--- config.mk ---
export PLATFORM = sky130hd
export DESIGN_NAME = ether_rx_filter
export DESIGN_NICKNAME = d
export VERILOG_FILES = /design/src/rtl/ether_pkg.sv /design/src/rtl/ether_field_match.sv /design/src/rtl/ether_rx_filter.sv
export SDC_FILE = /design/constraint.sdc
export NUM_CORES = 1
export LEC_CHECK = 0
export ABC_AREA = 1
export CAP_MARGIN = 20
export CORE_ASPECT_RATIO = 0.7
export CORE_MARGIN = 3
export CORE_UTILIZATION = 35
export CTS_CLUSTER_SIZE = 24
export DETAILED_ROUTE_END_ITERATION = 10
export DONT_BUFFER_PORTS = 1
export GPL_TIMING_DRIVEN = 0
export SLEW_MARGIN = 20
export SYNTH_ARGS = -nofsm -noshare
export SYNTH_HDL_FRONTEND = slang
export SYNTH_HIERARCHICAL = 1
export SYNTH_SLANG_ARGS = --single-unit
--- constraint.sdc ---
create_clock -name clk -period 2.4 [get_ports clk]
set_input_delay 0.36 -clock clk [delete_from_list [all_inputs] [get_ports clk]]
set_output_delay 0.36 -clock clk [all_outputs]
set_load 0.005 [all_outputs]
--- src/rtl/ether_pkg.sv ---
// Shared Ethernet header geometry and receive-filter FSM state encoding.
// Latency: none (constants and types only).
// Backpressure: none (constants and types only).
//
// Contents: header field widths in bits, the broadcast MAC, and the
// filter FSM state type.
package ether_pkg;

  localparam int ETH_DEST_BITS = 48;
  localparam int ETH_SRC_BITS  = 48;
  localparam int ETH_TYPE_BITS = 16;
  localparam int ETH_HDR_BITS  = ETH_DEST_BITS + ETH_SRC_BITS + ETH_TYPE_BITS;

  localparam logic [47:0] ETH_BCAST_MAC = 48'hFFFF_FFFF_FFFF;

  typedef enum logic [2:0] {
    IDLE    = 3'd0,
    DEST    = 3'd1,
    SRC     = 3'd2,
    TYPE    = 3'd3,
    PAYLOAD = 3'd4,
    DROP    = 3'd5
  } eth_state_e;

endpackage

--- src/rtl/ether_field_match.sv ---
// Sticky per-beat comparator of one header field against a constant value.
// Latency: match is combinational and already includes the beat presented this cycle.
// Backpressure: none; one beat is consumed every cycle en is high.
//
// Ports:
//   clk, rst   clock, synchronous active-high reset
//   start      first beat of a new frame: forget any earlier mismatch
//   en         din carries beat beat_idx of this field
//   beat_idx   beat number within the field, 0 = most significant DW bits
//   din        beat data
//   match      every beat of this field seen so far in the frame matched VALUE
module ether_field_match #(
  parameter int                    DW         = 2,
  parameter int                    FIELD_BITS = 48,
  parameter logic [FIELD_BITS-1:0] VALUE      = '0,
  parameter int                    IDX_W      = 6
) (
  input  logic             clk,
  input  logic             rst,
  input  logic             start,
  input  logic             en,
  input  logic [IDX_W-1:0] beat_idx,
  input  logic [DW-1:0]    din,
  output logic             match
);

  logic                  match_q;
  logic                  match_d;
  logic [FIELD_BITS-1:0] shifted;
  logic [DW-1:0]         exp_beat;
  int                    shamt;

  always_comb begin
    // Shift the wanted beat up to the top of the field so a constant
    // part-select picks it out, MSB-first.
    shamt    = int'(beat_idx) * DW;
    shifted  = VALUE << shamt;
    exp_beat = shifted[FIELD_BITS-1 -: DW];
    match_d  = start ? 1'b1 : match_q;
    if (en && (din != exp_beat)) begin
      match_d = 1'b0;
    end
  end

  always_ff @(posedge clk) begin
    if (rst) begin
      match_q <= 1'b1;
    end else begin
      match_q <= match_d;
    end
  end

  // The FSM decides on the last TYPE beat, so it needs that beat folded in.
  assign match = match_d;

endmodule

--- src/rtl/ether_rx_filter.sv ---
// Receive Ethernet frame filter: passes payload of frames addressed to us (or broadcast), optionally EtherType-gated.
// Latency: 1 cycle input to output; first payload beat leaves one cycle after header beat HDR arrives.
// Backpressure: none; the stream cannot be stalled, frames that fail the filter are discarded.
//
// Ports:
//   clk, rst       clock, synchronous active-high reset
//   axiiv, axiid   input beat stream, valid high for the whole frame, MSB-first fields
//   axiov, axiod   payload beats of accepted frames (axiod is 0 while axiov is 0)
//   accept_count   accepted frames, saturating
//   drop_count     dropped frames including runts, saturating
// Build option ETHER_RX_FILTER_STATS_EN: when defined the two counters are
// live; otherwise they are tied to zero and no counter logic exists.
module ether_rx_filter
  import ether_pkg::*;
#(
  parameter int          DW         = 2,
  parameter logic [47:0] FPGA_MAC   = 48'h0,
  parameter logic [15:0] ETHERTYPE  = 16'h0,
  parameter bit          CHECK_TYPE = 1'b1
) (
  input  logic          clk,
  input  logic          rst,
  input  logic          axiiv,
  input  logic [DW-1:0] axiid,
  output logic          axiov,
  output logic [DW-1:0] axiod,
  output logic [15:0]   accept_count,
  output logic [15:0]   drop_count
);

  localparam int DEST_BEATS = ETH_DEST_BITS / DW;
  localparam int SRC_BEATS  = ETH_SRC_BITS / DW;
  localparam int HDR_BEATS  = ETH_HDR_BITS / DW;
  localparam int CNT_W      = $clog2(HDR_BEATS + 1);

  localparam logic [CNT_W-1:0] DEST_LAST  = CNT_W'(DEST_BEATS - 1);
  localparam logic [CNT_W-1:0] SRC_LAST   = CNT_W'(DEST_BEATS + SRC_BEATS - 1);
  localparam logic [CNT_W-1:0] TYPE_FIRST = CNT_W'(DEST_BEATS + SRC_BEATS);
  localparam logic [CNT_W-1:0] HDR_LAST   = CNT_W'(HDR_BEATS - 1);

  if (!(DW == 2 || DW == 4 || DW == 8)) begin : g_bad_dw
    $error("ether_rx_filter: DW must be 2, 4 or 8");
  end

  eth_state_e       state_q, state_d;
  logic [CNT_W-1:0] cnt_q, cnt_d;
  logic             wait_gap_q, wait_gap_d;
  logic             axiov_q, axiov_d;
  logic [DW-1:0]    axiod_q, axiod_d;

  logic             frame_start;
  logic             dest_en;
  logic             type_en;
  logic [CNT_W-1:0] type_idx;
  logic             me_match;
  logic             bcast_match;
  logic             type_match;
  logic             accept_evt;
  logic             drop_evt;

  // Beat 0 of the destination arrives while still in IDLE, so the
  // destination comparators start and compare on that same cycle.
  // wait_gap blocks a new frame from starting in the tail of a frame
  // that was cut short by rst.
  assign frame_start = axiiv && (state_q == IDLE) && !wait_gap_q;
  assign dest_en     = frame_start || (axiiv && (state_q == DEST));
  assign type_en     = axiiv && (state_q == TYPE);
  assign type_idx    = cnt_q - TYPE_FIRST;

  ether_field_match #(
    .DW(DW), .FIELD_BITS(ETH_DEST_BITS), .VALUE(FPGA_MAC), .IDX_W(CNT_W)
  ) u_me_match (
    .clk(clk), .rst(rst), .start(frame_start), .en(dest_en),
    .beat_idx(cnt_q), .din(axiid), .match(me_match)
  );

  ether_field_match #(
    .DW(DW), .FIELD_BITS(ETH_DEST_BITS), .VALUE(ETH_BCAST_MAC), .IDX_W(CNT_W)
  ) u_bcast_match (
    .clk(clk), .rst(rst), .start(frame_start), .en(dest_en),
    .beat_idx(cnt_q), .din(axiid), .match(bcast_match)
  );

  ether_field_match #(
    .DW(DW), .FIELD_BITS(ETH_TYPE_BITS), .VALUE(ETHERTYPE), .IDX_W(CNT_W)
  ) u_type_match (
    .clk(clk), .rst(rst), .start(frame_start), .en(type_en),
    .beat_idx(type_idx), .din(axiid), .match(type_match)
  );

  always_comb begin
    state_d    = state_q;
    cnt_d      = cnt_q;
    wait_gap_d = wait_gap_q;
    axiov_d    = 1'b0;
    axiod_d    = '0;
    accept_evt = 1'b0;
    drop_evt   = 1'b0;

    if (!axiiv) begin
      // Frame gap: always back to IDLE; a frame ending inside the header is a runt.
      state_d    = IDLE;
      cnt_d      = '0;
      wait_gap_d = 1'b0;
      if (state_q inside {DEST, SRC, TYPE}) begin
        drop_evt = 1'b1;
      end
    end else begin
      unique case (state_q)
        IDLE: begin
          if (!wait_gap_q) begin
            state_d = DEST;
            cnt_d   = CNT_W'(1);
          end
        end
        DEST: begin
          cnt_d = cnt_q + CNT_W'(1);
          if (cnt_q == DEST_LAST) begin
            state_d = SRC;
          end
        end
        SRC: begin
          cnt_d = cnt_q + CNT_W'(1);
          if (cnt_q == SRC_LAST) begin
            state_d = TYPE;
          end
        end
        TYPE: begin
          // On the last header beat the counter reaches HDR_BEATS and then
          // holds there for the rest of the frame.
          cnt_d = cnt_q + CNT_W'(1);
          if (cnt_q == HDR_LAST) begin
            if ((me_match || bcast_match) && (type_match || !CHECK_TYPE)) begin
              state_d    = PAYLOAD;
              accept_evt = 1'b1;
            end else begin
              state_d  = DROP;
              drop_evt = 1'b1;
            end
          end
        end
        PAYLOAD: begin
          axiov_d = 1'b1;
          axiod_d = axiid;
        end
        DROP: begin
          state_d = DROP;
        end
        default: begin
          state_d = IDLE;
          cnt_d   = '0;
        end
      endcase
    end
  end

  always_ff @(posedge clk) begin
    if (rst) begin
      state_q    <= IDLE;
      cnt_q      <= '0;
      // Reset in the middle of a frame: ignore the rest of it.
      wait_gap_q <= axiiv;
      axiov_q    <= 1'b0;
      axiod_q    <= '0;
    end else begin
      state_q    <= state_d;
      cnt_q      <= cnt_d;
      wait_gap_q <= wait_gap_d;
      axiov_q    <= axiov_d;
      axiod_q    <= axiod_d;
    end
  end

  assign axiov = axiov_q;
  assign axiod = axiod_q;

`ifdef ETHER_RX_FILTER_STATS_EN
  logic [15:0] accept_cnt_q, accept_cnt_d;
  logic [15:0] drop_cnt_q, drop_cnt_d;

  always_comb begin
    accept_cnt_d = accept_cnt_q;
    drop_cnt_d   = drop_cnt_q;
    if (accept_evt && (accept_cnt_q != 16'hFFFF)) begin
      accept_cnt_d = accept_cnt_q + 16'd1;
    end
    if (drop_evt && (drop_cnt_q != 16'hFFFF)) begin
      drop_cnt_d = drop_cnt_q + 16'd1;
    end
  end

  always_ff @(posedge clk) begin
    if (rst) begin
      accept_cnt_q <= 16'h0000;
      drop_cnt_q   <= 16'h0000;
    end else begin
      accept_cnt_q <= accept_cnt_d;
      drop_cnt_q   <= drop_cnt_d;
    end
  end

  assign accept_count = accept_cnt_q;
  assign drop_count   = drop_cnt_q;
`else
  logic stats_evt_unused;
  assign stats_evt_unused = accept_evt ^ drop_evt;
  assign accept_count     = 16'h0000;
  assign drop_count       = 16'h0000;
`endif

endmodule

; ---- Yosys cells after proc, flatten, opt, wreduce, memory -nomap -nowiden
; Index checks and enable logic that the tools add are counted.
[op_classes]
add_sub_neg = 2
n_mul = 0
div_mod_pow = 0
magnitude_cmp = 0
n_eq_ne = 16
shift = 3
mux = 17
n_bitwise = 3
reduce_logical = 18
[ops]
columns = op, count
row1 = 1-bit by 7-bit << shifter with 48-bit output (first input constant), 1
row2 = 48-bit by 7-bit << shifter with 48-bit output (first input constant), 1
row3 = 3-bit one-hot mux with 6 select lines, 1
row4 = 6-bit one-hot mux with 3 select lines, 1
row5 = 1-bit by 7-bit << shifter with 16-bit output (first input constant), 1
row6 = 6-bit == test (second input constant), 2
row7 = 3-bit two-way mux, 4
row8 = 1-bit two-way mux, 10
row9 = 1-bit logical AND, 8
row10 = 6-bit by 1-bit adder with 6-bit output (second input constant), 1
row11 = 3-bit by 2-bit == test with 1-bit output (second input constant), 2
row12 = 3-bit == test (second input constant), 2
row13 = 6-bit by 5-bit == test with 1-bit output (second input constant), 1
row14 = 6-bit two-way mux, 1
row15 = 2-bit by 1-bit inequality test with 1-bit output (second input constant), 3
row16 = 2-bit inequality test, 3
row17 = 3-bit OR reduction, 2
row18 = 6-bit subtractor (second input constant), 1
row19 = 5-bit AND reduction, 1
row20 = 2-bit inequality test (second input constant), 2
row21 = 2-bit OR reduction, 2
row22 = 3-bit by 1-bit == test with 1-bit output (second input constant), 1
row23 = 3-bit zero test, 1
row24 = 1-bit NOT, 3
row25 = 3 further kinds, 4
[totals]
regBits = 16
latchBits = 0
ram_bits = 0
rom_bits = 0
word_cells = 67
n_memories = 0

; ---- Depth between registers and ports, before layout
; Gate-level depths: netlist of the first run.
[depth]
ltp_word = 11
ltp_mapped = 13
depth_no_buf = 13

; ---- Cells and area by module
; The synthesis of the first run kept the hierarchy.
[by_module_without_submodules]
columns = mod, instances, cells_each, area_each_um2, seq_area_each_um2
row1 = ether_rx_filter, 1, 140, 987.2, 270.3
row2 = ether_field_match (u_me_match ...), 2, 7, 46.3, 20.0
row3 = ether_field_match (u_bcast_match), 1, 16, 81.3, 20.0

; ---- Worst setup path before layout of the first run
; Ideal clock, no wire load.
[synth_timing]
kind = register -> register
start = register state_q[1]
end = register state_q[0]
setup_time_ns = 0.064
arrival_time_ns = 1.629
required_time_ns = 2.336
path_slack_ns = 0.707
path_stages_with_launch = 13
path_buffers = 0
period_less_slack_ns = 1.693
path_cell_list = dfxtp_1 -> nor2_1 -> inv_1 -> nor4_1 -> o21bai_1 -> o21ai_0 -> nand2_1 -> inv_1 -> o21ai_0 -> nor2_1 -> nor2_1 -> a21oi_1 -> nor2_1
[synth_via]
elab_chain_len = 11
elab_cells_between_ends = 31
[synth_lines]
columns = element, line
row1 = from (decl), ether_rx_filter.sv:45  ; eth_state_e state_q, state_d;
row2 = from (signal assigned), ether_rx_filter.sv:166  ; state_q <= state_d;
row3 = 3-bit zero test, ether_rx_filter.sv:65  ; assign frame_start = axiiv && (state_q == IDLE) && !wait_gap_q;
row4 = 1-bit logical AND (2 in series), ether_rx_filter.sv:65
row5 = named net frame_start, ether_rx_filter.sv:51  ; logic frame_start;
row6 = 1-bit logical OR, ether_rx_filter.sv:66  ; assign dest_en = frame_start || (axiiv && (state_q == DEST));
row7 = named net dest_en, ether_rx_filter.sv:52  ; logic dest_en;
row8 = 1-bit logical AND, ether_field_match.sv:40  ; if (en && (din != exp_beat)) begin
row9 = 1-bit two-way mux, ether_field_match.sv:40
row10 = named net me_match, ether_rx_filter.sv:55  ; logic me_match;
row11 = 1-bit logical OR, ether_rx_filter.sv:133  ; if ((me_match || bcast_match) && (type_match || !CHECK_TYPE)) begin
row12 = 1-bit logical AND, ether_rx_filter.sv:133
row13 = 1-bit two-way mux, ether_rx_filter.sv:133
row14 = 3-bit two-way mux, ether_rx_filter.sv:132  ; if (cnt_q == HDR_LAST) begin
row15 = 3-bit one-hot mux with 6 select lines, ether_rx_filter.sv:109  ; unique case (state_q)
; The timed path passes the listed nets, and every way through them passes these cells. The select of a mux whose other input is x is not followed.
; A chain may end at the register's enable or synchronous reset.

; ---- Worst setup path in the final report of the first run
[layout_timing]
start = register state_q[1]
end = register state_q[0]
[layout_via]
elab_chain_len = 11
elab_cells_between_ends = 31
[layout_lines]
columns = element, line
row1 = 3-bit zero test, ether_rx_filter.sv:65
row2 = 1-bit logical AND (2 in series), ether_rx_filter.sv:65
row3 = named net frame_start, ether_rx_filter.sv:51
row4 = 1-bit logical OR, ether_rx_filter.sv:66
row5 = named net dest_en, ether_rx_filter.sv:52
row6 = 1-bit logical AND, ether_field_match.sv:40
row7 = 1-bit two-way mux, ether_field_match.sv:40
row8 = named net bcast_match, ether_rx_filter.sv:56  ; logic bcast_match;
row9 = 1-bit logical OR, ether_rx_filter.sv:133
row10 = 1-bit logical AND, ether_rx_filter.sv:133
row11 = 1-bit two-way mux, ether_rx_filter.sv:133
row12 = 3-bit two-way mux, ether_rx_filter.sv:132
row13 = 3-bit one-hot mux with 6 select lines, ether_rx_filter.sv:109
; The timed path passes the listed nets, and every way through them passes these cells. The select of a mux whose other input is x is not followed.

==> out/qor.yml, run 1 <==
timing:
  max_freq_mhz: 502
  period_share_pct: 83.0
  rsz0062_at_grt: "false"
  fin_setup_tns_ps: 0
  holdWs_ps: 207
  final-hold-violation-count: 0
  setup_viol: 0
  finalCriticalPeriod_ps: 1990
  clock_skew_ps: 1.80
  drv_slew: 0
worst_setup_path:
  arrival_ps: 2180
  crit_path_max_fanout: 4
  critPathKind: "register to register"
  path_delay_family: "simple AND/OR/NAND/NOR gates"
  path_cells: "nor2_1 > inv_1 > nor4_2 > o21bai_1 > nand3_1 > nand2_1 > inv_1 > o21ai_0 > nor2_1 > nor2_1 > a21oi_1 > nor2_1"
  critPathMaxStageDelay_ps: 350
  cp_common_cell: "nor2_1"
  worst_r2r_path_depth: 12
  reg2reg_to: "state_q[0]"
  cpMaxStageDelayCell: "dfxtp_1"
  worstPathBufferInverterCount: 2
  cp-start-kind: "register"
  required_ps: 2590
  reg2reg_slack_ps: 410
  reg2reg_from: "state_q[1]"
  end_kind: "register"
hold_path:
  min_from: "rst"
  hold_path.class: "input pin to register"
  hold_end: "u_type_match/match_q"
  whs_path_depth: 2
route:
  routedWlPerCell_um: 9.32
  ant_nets: 0
  first_pass_iters: 4
  vias: 992
  vias_per_cell: 4.13
  initialDrtViolationCount: 74
  drc: 0
  totalWireLength_um: 2240
pwr:
  p_int_mw: 0.460
  clkPwrFrac_pct: 32.0
  power.switching_mw: 0.173
  pwr-share-comb_pct: 22.3
  max-vdd-ir-drop_mv: 0.272
  pwr_density_cell_mw_per_mm2: 462
  switching_share_pct: 27.3
  seq_power_share_pct: 45.7
  p_leak_nw: 0.731
place:
  dp_hpwl_um: 1860
  port_buffers: 0
  gp_congestion: 0.828
  place_inst: 236
final_layout:
  utilization_pct: 46.2
  final-seq-area_um2: 330
  layout-area-overhead-vs-synth_pct: 18.4
  nNetsFinal: 214
  multiInputGateArea_um2: 609
  fillers: 307
  insertedDiodeCount: 0
  layoutNonFillerInstCount: 240
  drive_gt1_share_pct: 23.5
clock_tree:
  cts-resized-gates: 0
  cts-root-buf: "clkbuf_8"
  clk_latency_ps: 240
  cts_hold_buf: 0
  cts_sinks: 16
  clk_pin_slew_ps: 60
  clock_path_buffers: 2
  htree_num_levels: 1
  cts_tree: "done"
  cts-buffers-inserted: 3
  post_cts.repair.setup_buffers: 0
floorplan:
  start_util_pct: 39.1
  fp.dieH_um: 54.1
  fp.coreArea_mm2: 0.00296
  pin_count: 40
  die_w_um: 74.7
  dieArea_mm2: 0.00404
  row_count: 16
global_routing:
  grt_pass1_wl_um: 3390
  antenna_found_initial: 0
  grt_pass1_vias: 816
  grtUsageTotal_pct: 11.2
  grt_max_degree: 11
  overflow: 0
yosys:
  yosysWarningCount: 6
  postSynthAreaPerCell_um2: 6.85
  synth_cells: 169
  syn_area_mm2: 0.00116
run:
  drv_cap: 0
run_status:
  outcome: "finished, final reports clean"
[worst reg2reg max path, stage by stage, from the launching register on]
cell      delay [ps]
dfxtp_1          350
nor2_1           230
inv_1            110
nor4_2           270
o21bai_1         180
nand3_1          110
nand2_1          100
inv_1             40
o21ai_0          250
nor2_1            70
nor2_1           100
a21oi_1           60
nor2_1            70
[cells in the final DEF, fill, tap and decap left out, types with 3 or more instances in the layout]
cell type and n:
nor2_1 12, buf_4 32, nand2_1 32, clkbuf_8 3, a21oi_1 9, inv_1 23
nand3_1 10, nand2_2 5, nand4_1 5, o21ai_0 6, dfxtp_1 15, conb_1 32
ha_1 4
[worst max path at each step]
stage                     from  cells past startpoint  slack (ps)    endpoint
detailed placement  state_q[1]                     12         290  state_q[0]
global placement    state_q[1]                     12         260  state_q[0]
finish              state_q[1]                     12         410  state_q[0]
floorplan           state_q[1]                     12         710  state_q[0]
global route        state_q[1]                     12         150  state_q[0]
CTS                 state_q[1]                     12         270  state_q[0]
[cell type report]
| type | instances | area share, % |
|---|---|---|
| tap | 36 | 3.29 |
| buffer | 34 | 18.3 |
| inverter | 24 | 6.58 |
| multi-input combinational | 126 | 44.5 |
| sequential | 16 | 24.1 |
| clock buffer | 4 | 3.29 |
[sequential cells by signal, indices dropped and copies added, names as in the netlist]
signal,cells
axiod,2
axiov,1
cnt_q,6
state_q,3
u_bcast_match/match_q,1
u_me_match/match_q,1
u_type_match/match_q,1
wait_gap_q,1
[layer usage]
| metal | vias up | routed length [um] | global-route usage [%] | share of wire, % |
|---|---|---|---|---|
| met5 | - | 0 | 0 | 0 |
| met4 | 0 | 31 | 5.33 | 1.4 |
| met3 | 4 | 214 | 3.73 | 9.6 |
| met2 | 41 | 983 | 18.2 | 44 |
| met1 | 418 | 1010 | 13.3 | 45 |
| li1 | 529 | - | - | - |
[power by group through the flow]
stage	combinational, mW	clock [mW]	sequential (mW)
after global routing	0.161	0.218	0.290
after detailed placement	0.136	0	0.294
final	0.141	0.202	0.289
after floorplan	0.119	0	0.292
after global placement	0.135	0	0.294
after CTS	0.137	0.211	0.288
[metrics by stage]
| stage | setup slack (ps) | power, mW | instance area, um2 |
|---|---|---|---|
| floorplan | 707 | 0.411 | 1270 |
| global placement | 263 | 0.429 | 1320 |
| detailed placement | 291 | 0.430 | 1320 |
| CTS | 269 | 0.636 | 1360 |
| global route | 147 | 0.670 | 1370 |
| finish | 408 | 0.632 | 1370 |
No activity file was read; power rests on OpenSTA's default activity.
==> run 2, diff against run 1 <==
Clock period 2.4 ns to 1.7 ns, I/O delays scaled along.
==> run 2 against run 1 <==
The flow now finishes with violations (negative setup slack). Fmax grew 17%. Combinational power increased by 100%. Clock power grew 43%. First-iteration DRC count up 18%. Global-route usage up 1.4 points. Non-clock buffer count grew 9.
==> out/qor.yml, run 2 (synthesis results as in run 1) <==
clock_tree:
  cts_hold_buf: 0
  cts_sinks: 16
  cts_tree: "done"
  clock_path_buffers: 2
  cts-root-buf: "clkbuf_8"
  clk_latency_ps: 250
  clk_pin_slew_ps: 60
  cts-buffers-inserted: 3
  htree_num_levels: 1
route:
  ant_nets: 0
  routedWlPerCell_um: 10.8
  vias: 1061
  vias_per_cell: 4.26
  drc: 0
  initialDrtViolationCount: 87
  first_pass_iters: 5
  totalWireLength_um: 2690
place:
  placed_cell_area_mm2: 0.00132
  port_buffers: 0
  dp_hpwl_um: 1860
  place_inst: 236
  gp_congestion: 0.828
  pre_cts_slack_ps: -409
global_routing:
  grtUsageTotal_pct: 12.6
  antenna_found_initial: 0
  grt_max_degree: 11
  grt_pass1_wl_um: 3860
  grt_pass1_vias: 920
  overflow: 0
floorplan:
  die_w_um: 74.7
  dieArea_mm2: 0.00404
  row_count: 16
  start_util_pct: 39.1
  fp.dieH_um: 54.1
  pin_count: 40
  fp.coreArea_mm2: 0.00296
final_layout:
  layoutNonFillerInstCount: 249
  utilization_pct: 50.4
  insertedDiodeCount: 0
  final-seq-area_um2: 337
  final_common_cell: "buf_4"
  design_area_mm2: 0.00149
  layout_common_cells: "buf_4, conb_1, nand2_1, inv_1, dfxtp_1"
  layout-area-overhead-vs-synth_pct: 29.1
  fillers: 290
  largest_register_ffs: 6
  largest-register: "cnt_q"
  multiInputGateArea_um2: 659
  nNetsFinal: 223
  drive_gt1_share_pct: 33.8
worst_setup_path:
  path_cells: "nor4_4 > buf_4 > nor2_1 > inv_1 > nand2_2 > buf_4 > buf_4 > buf_4 > buf_4 > nand2_1"
  cp_common_cell: "buf_4"
  path_delay_family: "buffers and inverters"
  crit_path_max_fanout: 3
  cp-start-kind: "register"
  critPathKind: "register to register"
  arrival_ps: 1900
  reg2reg_slack_ps: -9
  reg2reg_from: "wait_gap_q"
  worstPathBufferInverterCount: 6
  cpMaxStageDelayCell: "edfxtp_1"
  end_kind: "register"
  critPathMaxStageDelay_ps: 440
  required_ps: 1890
  worst_r2r_path_depth: 10
  reg2reg_to: "u_bcast_match/match_q"
hold_path:
  whs_path_depth: 2
  min_from: "rst"
  hold_end: "u_me_match/match_q"
  hold_path.class: "input pin to register"
pwr:
  p_int_mw: 0.705
  power.switching_mw: 0.284
  pwr_density_cell_mw_per_mm2: 662
  p_leak_nw: 0.786
  switching_share_pct: 28.7
  pwr-share-comb_pct: 29.1
  seq_power_share_pct: 41.7
  total_power_mw: 0.989
  clkPwrFrac_pct: 29.1
  max-vdd-ir-drop_mv: 0.399
timing:
  finalCriticalPeriod_ps: 1710
  fin_setup_tns_ps: -9.15
  max_freq_mhz: 585
  clock_skew_ps: 1.87
  drv_slew: 0
  period_share_pct: 101
  holdWs_ps: 99.1
  rsz0062_at_grt: "true"
  setup_viol: 1
  final-hold-violation-count: 0
  finalWorstSetupSlack_ps: -9.15
run_status:
  violations: "negative setup slack"
  outcome: "complete, but fails checks"
run:
  drv_cap: 0
==> run 2: worst max path at each step <==
stage / startpoint / to / slack, ps / cells past startpoint
after global routing: state_q[1] / state_q[0] / -60 / 12
after global placement: state_q[1] / state_q[0] / -440 / 12
after CTS: state_q[0] / state_q[0] / 4 / 12
after floorplan: state_q[1] / state_q[0] / 7 / 12
final: wait_gap_q / u_bcast_match/match_q / -9 / 10
after detailed placement: state_q[1] / state_q[0] / -410 / 12
==> run 2: routing by layer <==
| layer | wire length [um] | vias to the layer above | global-route usage [%] |
|---|---|---|---|
| met5 | 0 | - | 0 |
| met4 | 74 | 0 | 5.33 |
| met3 | 230 | 8 | 4.29 |
| met2 | 1270 | 53 | 21.7 |
| met1 | 1110 | 450 | 14.3 |
| li1 | - | 550 | - |
==> run 2: power groups by stage <==
stage | clock, mW | sequential (mW) | combinational [mW]
2_1_floorplan | 0 | 0.412 | 0.168
3_3_place_gp | 0 | 0.415 | 0.190
3_5_place_dp | 0 | 0.416 | 0.192
4_1_cts | 0.298 | 0.411 | 0.250
5_1_grt | 0.309 | 0.414 | 0.317
6_report | 0.288 | 0.413 | 0.288
==> run 2: what timing repair did <==
item                                    CTS  global route
resized for setup                        11            11
endpoints found under the setup margin    1             2
buffers inserted                          8             1
pin swaps                                 5             5
gates cloned                              0             0
==> run 2: cell type report <==
type | instances | area share [%]
Multi-Input combinational cell | 126 | 44.1
Clock buffer | 4 | 3.02
Timing Repair Buffer | 9 | 4.52
Sequential cell | 16 | 22.5
Tap cell | 36 | 3.02
Buffer | 34 | 16.8
Inverter | 24 | 6.03
==> run 3, diff against run 2 <==
Settings changed: CTS_CLUSTER_SIZE 24 to not set, SKIP_CTS_REPAIR_TIMING set to 1.
==> run 3 against run 2 <==
The run still ends with negative setup slack left. Count of clock-buffer cells in the layout unchanged. Die area unchanged. Flip-flop and latch count did not move. Largest power group unchanged. Sequential power hardly changed. Final cell count decreased by 1.6%. Routed wire length shrank 15%. Register-to-register slack about the same.
==> out/qor.yml, run 3 (synthesis results as in run 1) <==
route:
  wl_met2_um: 1030
  first_pass_iters: 5
  met1_length_um: 1030
  totalWireLength_um: 2290
  initialDrtViolationCount: 77
  vias_per_cell: 4.11
  ant_nets: 0
  drc: 0
  routedWlPerCell_um: 9.34
  vias: 1007
  top_layer: "met4"
  wl_met3_um: 194
timing:
  setup_viol: 1
  holdWs_ps: 102
  period_share_pct: 101
  finalWorstSetupSlack_ps: -15.4
  final-hold-violation-count: 0
  clock_skew_ps: 2.43
  drv_slew: 0
  finalCriticalPeriod_ps: 1720
  max_freq_mhz: 583
  rsz0062_at_grt: "true"
clock_tree:
  cts_tree: "done"
  clk_pin_slew_ps: 60
  clk_latency_ps: 240
  clock_path_buffers: 2
  htree_num_levels: 1
  cts-root-buf: "clkbuf_8"
  cts_sinks: 16
  cts-buffers-inserted: 3
pwr:
  switching_share_pct: 27.8
  max-vdd-ir-drop_mv: 0.404
  pwr-share-comb_pct: 26.4
  p_int_mw: 0.685
  pwr_density_cell_mw_per_mm2: 652
  seq_power_share_pct: 43.4
  clkPwrFrac_pct: 30.2
  p_leak_nw: 0.768
  power.switching_mw: 0.264
global_routing:
  grtUsageTotal_pct: 11.2
  overflow: 0
  grt_pass1_wl_um: 3390
  grt_max_degree: 11
  grt_pass1_vias: 816
  antenna_found_initial: 0
place:
  gp_congestion: 0.828
  place_inst: 236
  dp_hpwl_um: 1860
  port_buffers: 0
final_layout:
  layoutNonFillerInstCount: 245
  nNetsFinal: 219
  layout_common_cells: "buf_4, conb_1, nand2_1, inv_1, dfxtp_1"
  largest_register_ffs: 6
  utilization_pct: 49.1
  drive_gt1_share_pct: 29.7
  final_common_cell: "buf_4"
  layout-area-overhead-vs-synth_pct: 25.7
  multiInputGateArea_um2: 652
  insertedDiodeCount: 0
  largest-register: "cnt_q"
  final-seq-area_um2: 335
  fillers: 297
worst_setup_path:
  critPathLaunch: "state_q[0]"
  required_ps: 1880
  crit_path_max_fanout: 4
  arrival_ps: 1900
  critPathKind: "register to register"
  reg2reg_from: "state_q[0]"
  end_kind: "register"
  cp-start-kind: "register"
floorplan:
  pin_count: 40
  fp.coreArea_mm2: 0.00296
  dieArea_mm2: 0.00404
  row_count: 16
  die_w_um: 74.7
  fp.dieH_um: 54.1
  start_util_pct: 39.1
hold_path:
  hold_path.class: "input pin to register"
  min_from: "rst"
run_status:
  violations: "negative setup slack"
  outcome: "complete, but fails checks"
run:
  drv_cap: 0
## run 3: metrics by stage
step                      instance area, um2  power [mW]  TNS [ps]  setup WS [ps]
final                                   1460       0.948     -15.4          -15.4
after global routing                    1460        1.00      -152           -152
after CTS                               1360       0.898      -431           -431
after detailed placement                1320       0.608      -409           -409
after global placement                  1320       0.605      -437           -437
after floorplan                         1270       0.580         0           7.18
## run 3: critical path, cell delays in order (launching register included)
cell	delay [ps]
dfxtp_4	360
nor2_4	150
inv_2	60
nor4_4	250
o21bai_4	190
nand3_2	100
nand2_2	80
inv_1	50
o21ai_2	130
nor2_1	50
nor2_1	90
a21oi_1	60
nor2_1	70
## run 3: power groups by stage
stage	logic (mW)	registers, mW	clock network [mW]
after floorplan	0.168	0.412	0
after global placement	0.190	0.415	0
after detailed placement	0.192	0.416	0
after CTS	0.193	0.407	0.298
after global routing	0.279	0.414	0.309
final	0.250	0.412	0.286
## run 3: area by class of cell
cell class	count	share of cell area [%]
buffer	34	17.2
clock buffer	4	3.10
inverter	24	6.19
multi-input combinational	126	44.8
sequential	16	23.0
tap	36	3.10
timing repair buffer	5	2.58
## run 3: metal layers
layer  vias to the layer above  track usage [%]
li1                        544                -
met1                       417             13.3
met2                        40             18.2
met3                         6             3.73
met4                         0             5.33
met5                         -                0
## run 3: path summary, 6_finish.rpt
check	slack, ps	cells past startpoint	to
max	-20	12	state_q[0]
max reg2reg	-20	12	state_q[0]
min reg2reg	500	2	cnt_q[1]
min	100	2	u_me_match/match_q
